<file path="config.mk">
export PLATFORM = sky130hd
export DESIGN_NAME = add_seq_ctrl_amisha
export DESIGN_NICKNAME = d
export VERILOG_FILES = /design/src/rtl/add_seq_ctrl_amisha.sv
export SDC_FILE = /design/constraint.sdc
export NUM_CORES = 1
export LEC_CHECK = 0
export CAP_MARGIN = 25
export CORE_MARGIN = 2
export CORE_UTILIZATION = 51
export DETAILED_ROUTE_END_ITERATION = 12
export PLACE_DENSITY = 0.9
export RECOVER_POWER = 25
export SKIP_LAST_GASP = 1
export SYNTH_ARGS = -nofsm -noshare
export SYNTH_HDL_FRONTEND = slang
export SYNTH_SLANG_ARGS = --single-unit
</file>
<file path="constraint.sdc">
create_clock -name clk_amisha -period 3.3 [get_ports clk_amisha]
set_input_delay 0.66 -clock clk_amisha [delete_from_list [all_inputs] [get_ports clk_amisha]]
set_output_delay 0.66 -clock clk_amisha [all_outputs]
set_load 0.005 [all_outputs]
</file>
<file path="src/rtl/add_seq_ctrl_amisha.sv">
// rtl/add_seq_ctrl_amisha.sv - chunk-serial adder/subtractor, one N-bit chunk per cycle
// Operands are latched on start; busy covers ADD and DONE, done pulses once per result.
module add_seq_ctrl_amisha #(
   parameter int N = 4,
   parameter int W = 4
) (
   input  logic           clk_amisha,
   input  logic           rst_n_amisha,
   input  logic           start_amisha,
   input  logic           sub_amisha,
   input  logic           cin_amisha,
   input  logic [N*W-1:0] a_amisha,
   input  logic [N*W-1:0] b_amisha,
   output logic           busy_amisha,
   output logic           done_amisha,
   output logic [N*W-1:0] sum_amisha,
   output logic           cout_amisha
);
   localparam int IW = $clog2(W);
   localparam logic [IW-1:0] LAST = IW'(W - 1);

   typedef enum logic [1:0] {IDLE, ADD, DONE} state_t;

   state_t         state;
   state_t         state_nx;
   logic [N*W-1:0] a_q;
   logic [N*W-1:0] b_q;
   logic           sub_q;
   logic           carry_q;
   logic [IW-1:0]  idx_q;
   logic [N-1:0]   a_chunk;
   logic [N-1:0]   b_chunk;
   logic [N:0]     chunk_sum;
   logic           last_chunk;

   // Subtraction is A + ~B + 1: the +1 comes from the carry preloaded at start.
   assign a_chunk    = a_q[int'(idx_q)*N +: N];
   assign b_chunk    = b_q[int'(idx_q)*N +: N] ^ {N{sub_q}};
   assign chunk_sum  = {1'b0, a_chunk} + {1'b0, b_chunk} + {{N{1'b0}}, carry_q};
   assign last_chunk = (idx_q == LAST);

   always_ff @(posedge clk_amisha or negedge rst_n_amisha) begin
      if (!rst_n_amisha) begin
         state <= IDLE;
      end else begin
         state <= state_nx;
      end
   end

   always_comb begin
      state_nx    = state;
      busy_amisha = 1'b0;
      done_amisha = 1'b0;
      case (state)
         IDLE: begin
            if (start_amisha) begin
               state_nx = ADD;
            end
         end
         ADD: begin
            busy_amisha = 1'b1;
            if (last_chunk) begin
               state_nx = DONE;
            end
         end
         DONE: begin
            busy_amisha = 1'b1;
            done_amisha = 1'b1;
            state_nx    = IDLE;
         end
         default: begin
            state_nx = IDLE;
         end
      endcase
   end

   always_ff @(posedge clk_amisha or negedge rst_n_amisha) begin
      if (!rst_n_amisha) begin
         a_q         <= '0;
         b_q         <= '0;
         sub_q       <= 1'b0;
         carry_q     <= 1'b0;
         idx_q       <= '0;
         sum_amisha  <= '0;
         cout_amisha <= 1'b0;
      end else begin
         case (state)
            IDLE: begin
               if (start_amisha) begin
                  a_q     <= a_amisha;
                  b_q     <= b_amisha;
                  sub_q   <= sub_amisha;
                  carry_q <= sub_amisha ? 1'b1 : cin_amisha;
                  idx_q   <= '0;
               end
            end
            ADD: begin
               sum_amisha[int'(idx_q)*N +: N] <= chunk_sum[N-1:0];
               carry_q <= chunk_sum[N];
               if (last_chunk) begin
                  cout_amisha <= chunk_sum[N];
               end else begin
                  idx_q <= idx_q + 1'b1;
               end
            end
            default: begin
            end
         endcase
      end
   end
endmodule

</file>
After elaboration in Yosys (flattened, before gate mapping)

Cells that the tools add are included.

Add/subtract/negate cells: 4
Eq/ne operators: 6
Shift operators: 4
Mux-type cells: 12
Bitwise logic cells: 1
Reductions and logical operators: 8

Operators by type and width:

| kind                                                                     | number |
|---|---|
| 4-bit negation with 33-bit output                                        | 1 |
| 4-bit by 33-bit variable shift with 16-bit output (first input constant) | 1 |
| 4-bit by 33-bit variable part select with 16-bit output                  | 1 |
| 16-bit by 5-bit variable part select with 4-bit output                   | 2 |
| 16-bit bitwise mux                                                       | 1 |
| 2-bit 2-to-1 mux                                                         | 4 |
| 2-bit case mux with 2 select lines                                       | 2 |
| 2-bit AND reduction                                                      | 4 |
| 2-bit != test (second input constant)                                    | 3 |
| 4-bit by 4-bit adder with 5-bit output                                   | 1 |
| 5-bit by 1-bit adder with 5-bit output                                   | 1 |
| 2-bit equality test (second input constant)                              | 2 |
| 1-bit 2-to-1 mux                                                         | 4 |
| 4-bit XOR                                                                | 1 |
| 3-bit AND reduction                                                      | 1 |
| 2-bit by 1-bit adder with 2-bit output (second input constant)           | 1 |
| 2-bit by 1-bit equality test with 1-bit output (second input constant)   | 1 |
| 2-bit zero test                                                          | 1 |
| 1-bit case mux with 2 select lines                                       | 1 |
| 2-bit nonzero test                                                       | 1 |
| 2-bit OR reduction                                                       | 1 |

Register bits: 55
Bits of input ports: 37
Output and inout bits: 19
Logic and storage cells: 43

Logic depth before layout (Yosys ltp)

Word-level depth: 6
Depth in mapped cells: 9
Depth with buffers taken out: 8

Worst setup path before layout

OpenSTA, ideal clock, no wires.

Path type: register -> register
Start: reg idx_q[0]
End: reg carry_q
Library setup time: 0.099 ns
Data arrival time: 2.512 ns
Data required time: 3.201 ns
Slack: 0.688 ns
Cell stages (with the launch flop): 10
Buffers on the path: 1
Period minus slack after synthesis: 2.612 ns
Path through: dfrtp_1 buf_6 mux4_2 xnor2_1 fa_1 fa_1 inv_1 a21o_1 a21oi_1 a311oi_1

Longest elaborated chain between the ends: 5
Elaborated cells on any way between the ends: 6
Classes of those cells: add/sub (2); shift (2); mux (1); bitwise (1)

Ends and longest elaborated chain:

| what                                                   | RTL line | source |
|---|---|---|
| from (decl)                                            | 30       | `logic [IW-1:0] idx_q;` |
| from (signal assigned)                                 | 103      | `idx_q <= idx_q + 1'b1;` |
| 16-bit by 5-bit variable part select with 4-bit output | 38       | `assign b_chunk = b_q[int'(idx_q)*N +: N] ^ {N{sub_q}};` |
| 4-bit XOR                                              | 38       |  |
| 4-bit by 4-bit adder with 5-bit output *               | 39       | `assign chunk_sum = {1'b0, a_chunk} + {1'b0, b_chunk} + {{N{1'b0}}, carry_q};` |
| 5-bit by 1-bit adder with 5-bit output *               | 39       |  |
| 1-bit case mux with 2 select lines *                   | 87       | `case (state)` |
| to (signal assigned)                                   | 93       | `carry_q <= sub_amisha ? 1'b1 : cin_amisha;` |
| to (signal assigned)                                   | 99       | `carry_q <= chunk_sum[N];` |
| to (decl)                                              | 29       | `logic carry_q;` |

Mark *: on every way between the ends. The rest lies on a longest branch, timed or not.
A chain may end at the register's enable or synchronous reset.

Worst setup path in the final report

Ends and elaborated chain as after synthesis.

==> load_flow_metrics.sql <==
INSERT INTO impl_metrics (metric_group, metric, value, unit) VALUES
('logic_synthesis', 'post_synth_instance_area', '2630', 'um^2'),
('sta', 'count_of_final_hold_check_violations', '0', ''),
('clock_network', 'cts_tree', 'done', ''),
('setup_path', 'critPathSlowestCell', 'mux4_2', ''),
('sta', 'min_period_over_period', '0.805', ''),
('logic_synthesis', 'synthesis.nets', '251', ''),
('setup_path', 'rr_startpoint', 'idx_q[0]$_DFFE_PN0P_', ''),
('setup_path', 'setup_crit_path_kind', 'register to register', ''),
('global_routing', 'first_global_vias', '1749', ''),
('logic_synthesis', 'synth-seq-area-share', '0.523', ''),
('logic_synthesis', 'cells_after_synth', '200', ''),
('floorplanning', 'core_area', '5040', 'um^2'),
('floorplanning', 'placement_rows', '26', ''),
('placement', 'placement.cell_area', '3250', 'um^2'),
('sta', 'finalSetupTns', '0', 'ns'),
('min_path', 'hold_start', 'sum_amisha[13]$_DFFE_PN0P_', ''),
('setup_path', 'worstPathRequired', '3.51', 'ns'),
('setup_path', 'critical_path.max_fanout', '6', ''),
('setup_path', 'crit_buf_inv', '1', ''),
('layout', 'insertedDiodeCount', '0', ''),
('global_routing', 'globalRoute.totalOverflow', '0', ''),
('floorplanning', 'die_width', '75.8', 'um'),
('clock_network', 'cts_made_buffers', '5', ''),
('clock_network', 'cts_sinks', '55', ''),
('floorplanning', 'fp.dieArea', '5750', 'um^2'),
('sta', 'grt_setup_unrepaired', 'no', ''),
('logic_synthesis', 'synth_enable_flop_cells', '0', ''),
('route', 'routed_wire_length', '4830', 'um'),
('min_path', 'worst_hold_path.endpoint', 'sum_amisha[13]$_DFFE_PN0P_', ''),
('setup_path', 'worst-r2r-setup-slack', '0.64', 'ns'),
('setup_path', 'endpoint_kind_of_the_worst_setup_timing_path', 'register', ''),
('clock_network', 'clockBufferDepth', '2', ''),
('placement', 'dpl.hpwl', '3740', 'um'),
('min_path', 'min-delay-path-class', 'register to register', ''),
('setup_path', 'cp_top_family', 'adder cells', ''),
('sta', 'max_slew.worst_pin.slew', '1.48', 'ns'),
('clock_network', 'cts-hold-fix-buffers', '0', ''),
('clock_network', 'clk_transition_reported_paths', '0.10', 'ns'),
('setup_path', 'timing.critical_path.from', 'idx_q[0]$_DFFE_PN0P_', ''),
('global_routing', 'track_usage', '0.190', ''),
('setup_path', 'r2r_end', 'carry_q$_DFFE_PN0P_', ''),
('logic_synthesis', 'proportion_of_register_bits_with_asynchronous_set_or_reset_after_synthesis', '1.00', ''),
('pwr', 'p_leak', '1.47', 'nW'),
('global_routing', 'antenna_found_initial', '0', ''),
('run_status', 'outcome', 'completed', ''),
('sta', 'slew_headroom', '0.0128', ''),
('sta', 'holdWs', '0.486', 'ns'),
('pwr', 'vdd_ir_drop_max', '0.541', 'mV'),
('route', 'drt_first_pass_iters', '6', ''),
('sta', 'clock-skew-final', '0.00726', 'ns'),
('sta', 'min_period', '2.66', 'ns'),
('route', 'drc_errors', '0', ''),
('route', 'avgRoutedWirePerCell', '14.6', 'um'),
('pwr', 'powerDensity', '1010', 'nW/um^2'),
('layout', 'area_growth_syn_to_layout', '26.7', '%'),
('setup_path', 'worst_path_most_repeated_cell', 'fa_1', ''),
('sta', 'final-setup-viol-count', '0', ''),
('setup_path', 'arrival_time_of_data_at_the_critical_path_endpoint', '2.87', 'ns'),
('clock_network', 'insertion_delay', '0.31', 'ns'),
('global_routing', 'grt_max_degree', '35', ''),
('layout', 'most-common-layout-cells', 'dfrtp_1 (55), clkdlybuf4s50_1 (54), mux2_2 (33)', ''),
('layout', 'layout.cells.most_common', 'dfrtp_1', ''),
('clock_network', 'cts_root_buffer', 'clkbuf_8', ''),
('layout', 'post_route_cells_drive_above_1_share', '0.192', ''),
('flow_run', 'maxCapViolations', '0', ''),
('layout', 'design.final.nets', '310', ''),
('logic_synthesis', 'synth.distinct_cells', '32', ''),
('logic_synthesis', 'syn_area_per_cell', '13.2', 'um^2'),
('route', 'via_per_inst', '5.16', ''),
('placement', 'place_congestion', '0.821', ''),
('logic_synthesis', 'yosys_top_cell_by_area', 'dfrtp_1', '');
-- layout make-up --
type | instances | area (um^2) | area share
flip-flops and latches | 55 | 1380 | 0.413
multi-input cells | 124 | 1160 | 0.348
repair buffers | 59 | 572 | 0.172
well taps | 70 | 87.6 | 0.0263
clock buffers | 7 | 76.3 | 0.0229
inverters | 14 | 52.6 | 0.0158
clock inverters | 1 | 8.76 | 0.00263
-- worst register-to-register path, delay by kind of cell, from the launching register on --
family,cells,cell delay [ns]
fa+ha+maj,2,0.84
flops,1,0.49
mux,1,0.55
xor+xnor,1,0.15
compound gates,3,0.46
buf+inv,1,0.07
-- cell usage after synthesis, types with 2 or more instances --
library cell,instances
a21oi_1,6
a22o_1,5
buf_2,4
dfrtp_1,55
fa_1,2
ha_1,12
inv_1,14
mux2_2,33
mux4_1,4
mux4_2,4
nand2_1,19
nand2b_1,3
nor2_1,3
o21ai_0,13
or3_1,2
xor2_1,5
-- layer usage --
layer,wire [um],up-vias,global-route usage
met1,2180,825,0.254
met2,2430,49,0.314
li1,-,827,-
met3,203,2,0.0516
met5,0,-,0
met4,14,0,0.0409
-- cell families after synthesis --
kind of cell | Yosys count | share of synthesized area
mux | 42 | 0.221
flops | 55 | 0.523
simple gates | 32 | 0.0566
buf+inv | 21 | 0.0361
xor+xnor | 6 | 0.0200
fa+ha+maj | 14 | 0.0723
compound gates | 30 | 0.0709
-- worst max-delay path by stage --
| stage | cells past startpoint | end |
|---|---|---|
| 2_1_floorplan | 9 | carry_q$_DFFE_PN0P_ |
| 3_3_place_gp | 8 | carry_q$_DFFE_PN0P_ |
| 3_5_place_dp | 8 | carry_q$_DFFE_PN0P_ |
| 4_1_cts | 8 | carry_q$_DFFE_PN0P_ |
| 5_1_grt | 8 | sum_amisha[3]$_DFFE_PN0P_ |
| 6_report | 8 | carry_q$_DFFE_PN0P_ |
-- state kept, by name (all words and copies together) (netlist names) --
| name | count |
|---|---|
| cout_amisha | 1 |
| state | 2 |
| a_q | 16 |
| sub_q | 1 |
| b_q | 16 |
| carry_q | 1 |
| sum_amisha | 16 |
| idx_q | 2 |
-- metrics by stage --
stage                     std cells  total power, W  utilization  setup WS [ns]
after floorplan                 200         0.00242            -          0.688
after global placement          322         0.00293        0.645          0.746
after detailed placement        322         0.00302        0.645          0.626
after CTS                       330         0.00338        0.662          0.630
after global routing            330         0.00362        0.661          0.501
final                           330         0.00335        0.661          0.642
-- power breakdown --
part           total (W)  internal, W  switching (W)  leakage, nW
Sequential       0.00115     0.000979       0.000175        0.680
Clock           0.000371     0.000154       0.000217       0.0428
Combinational    0.00183     0.000936       0.000894        0.749
Total            0.00335      0.00207        0.00129         1.47
Power figures use the tool's default switching activity.
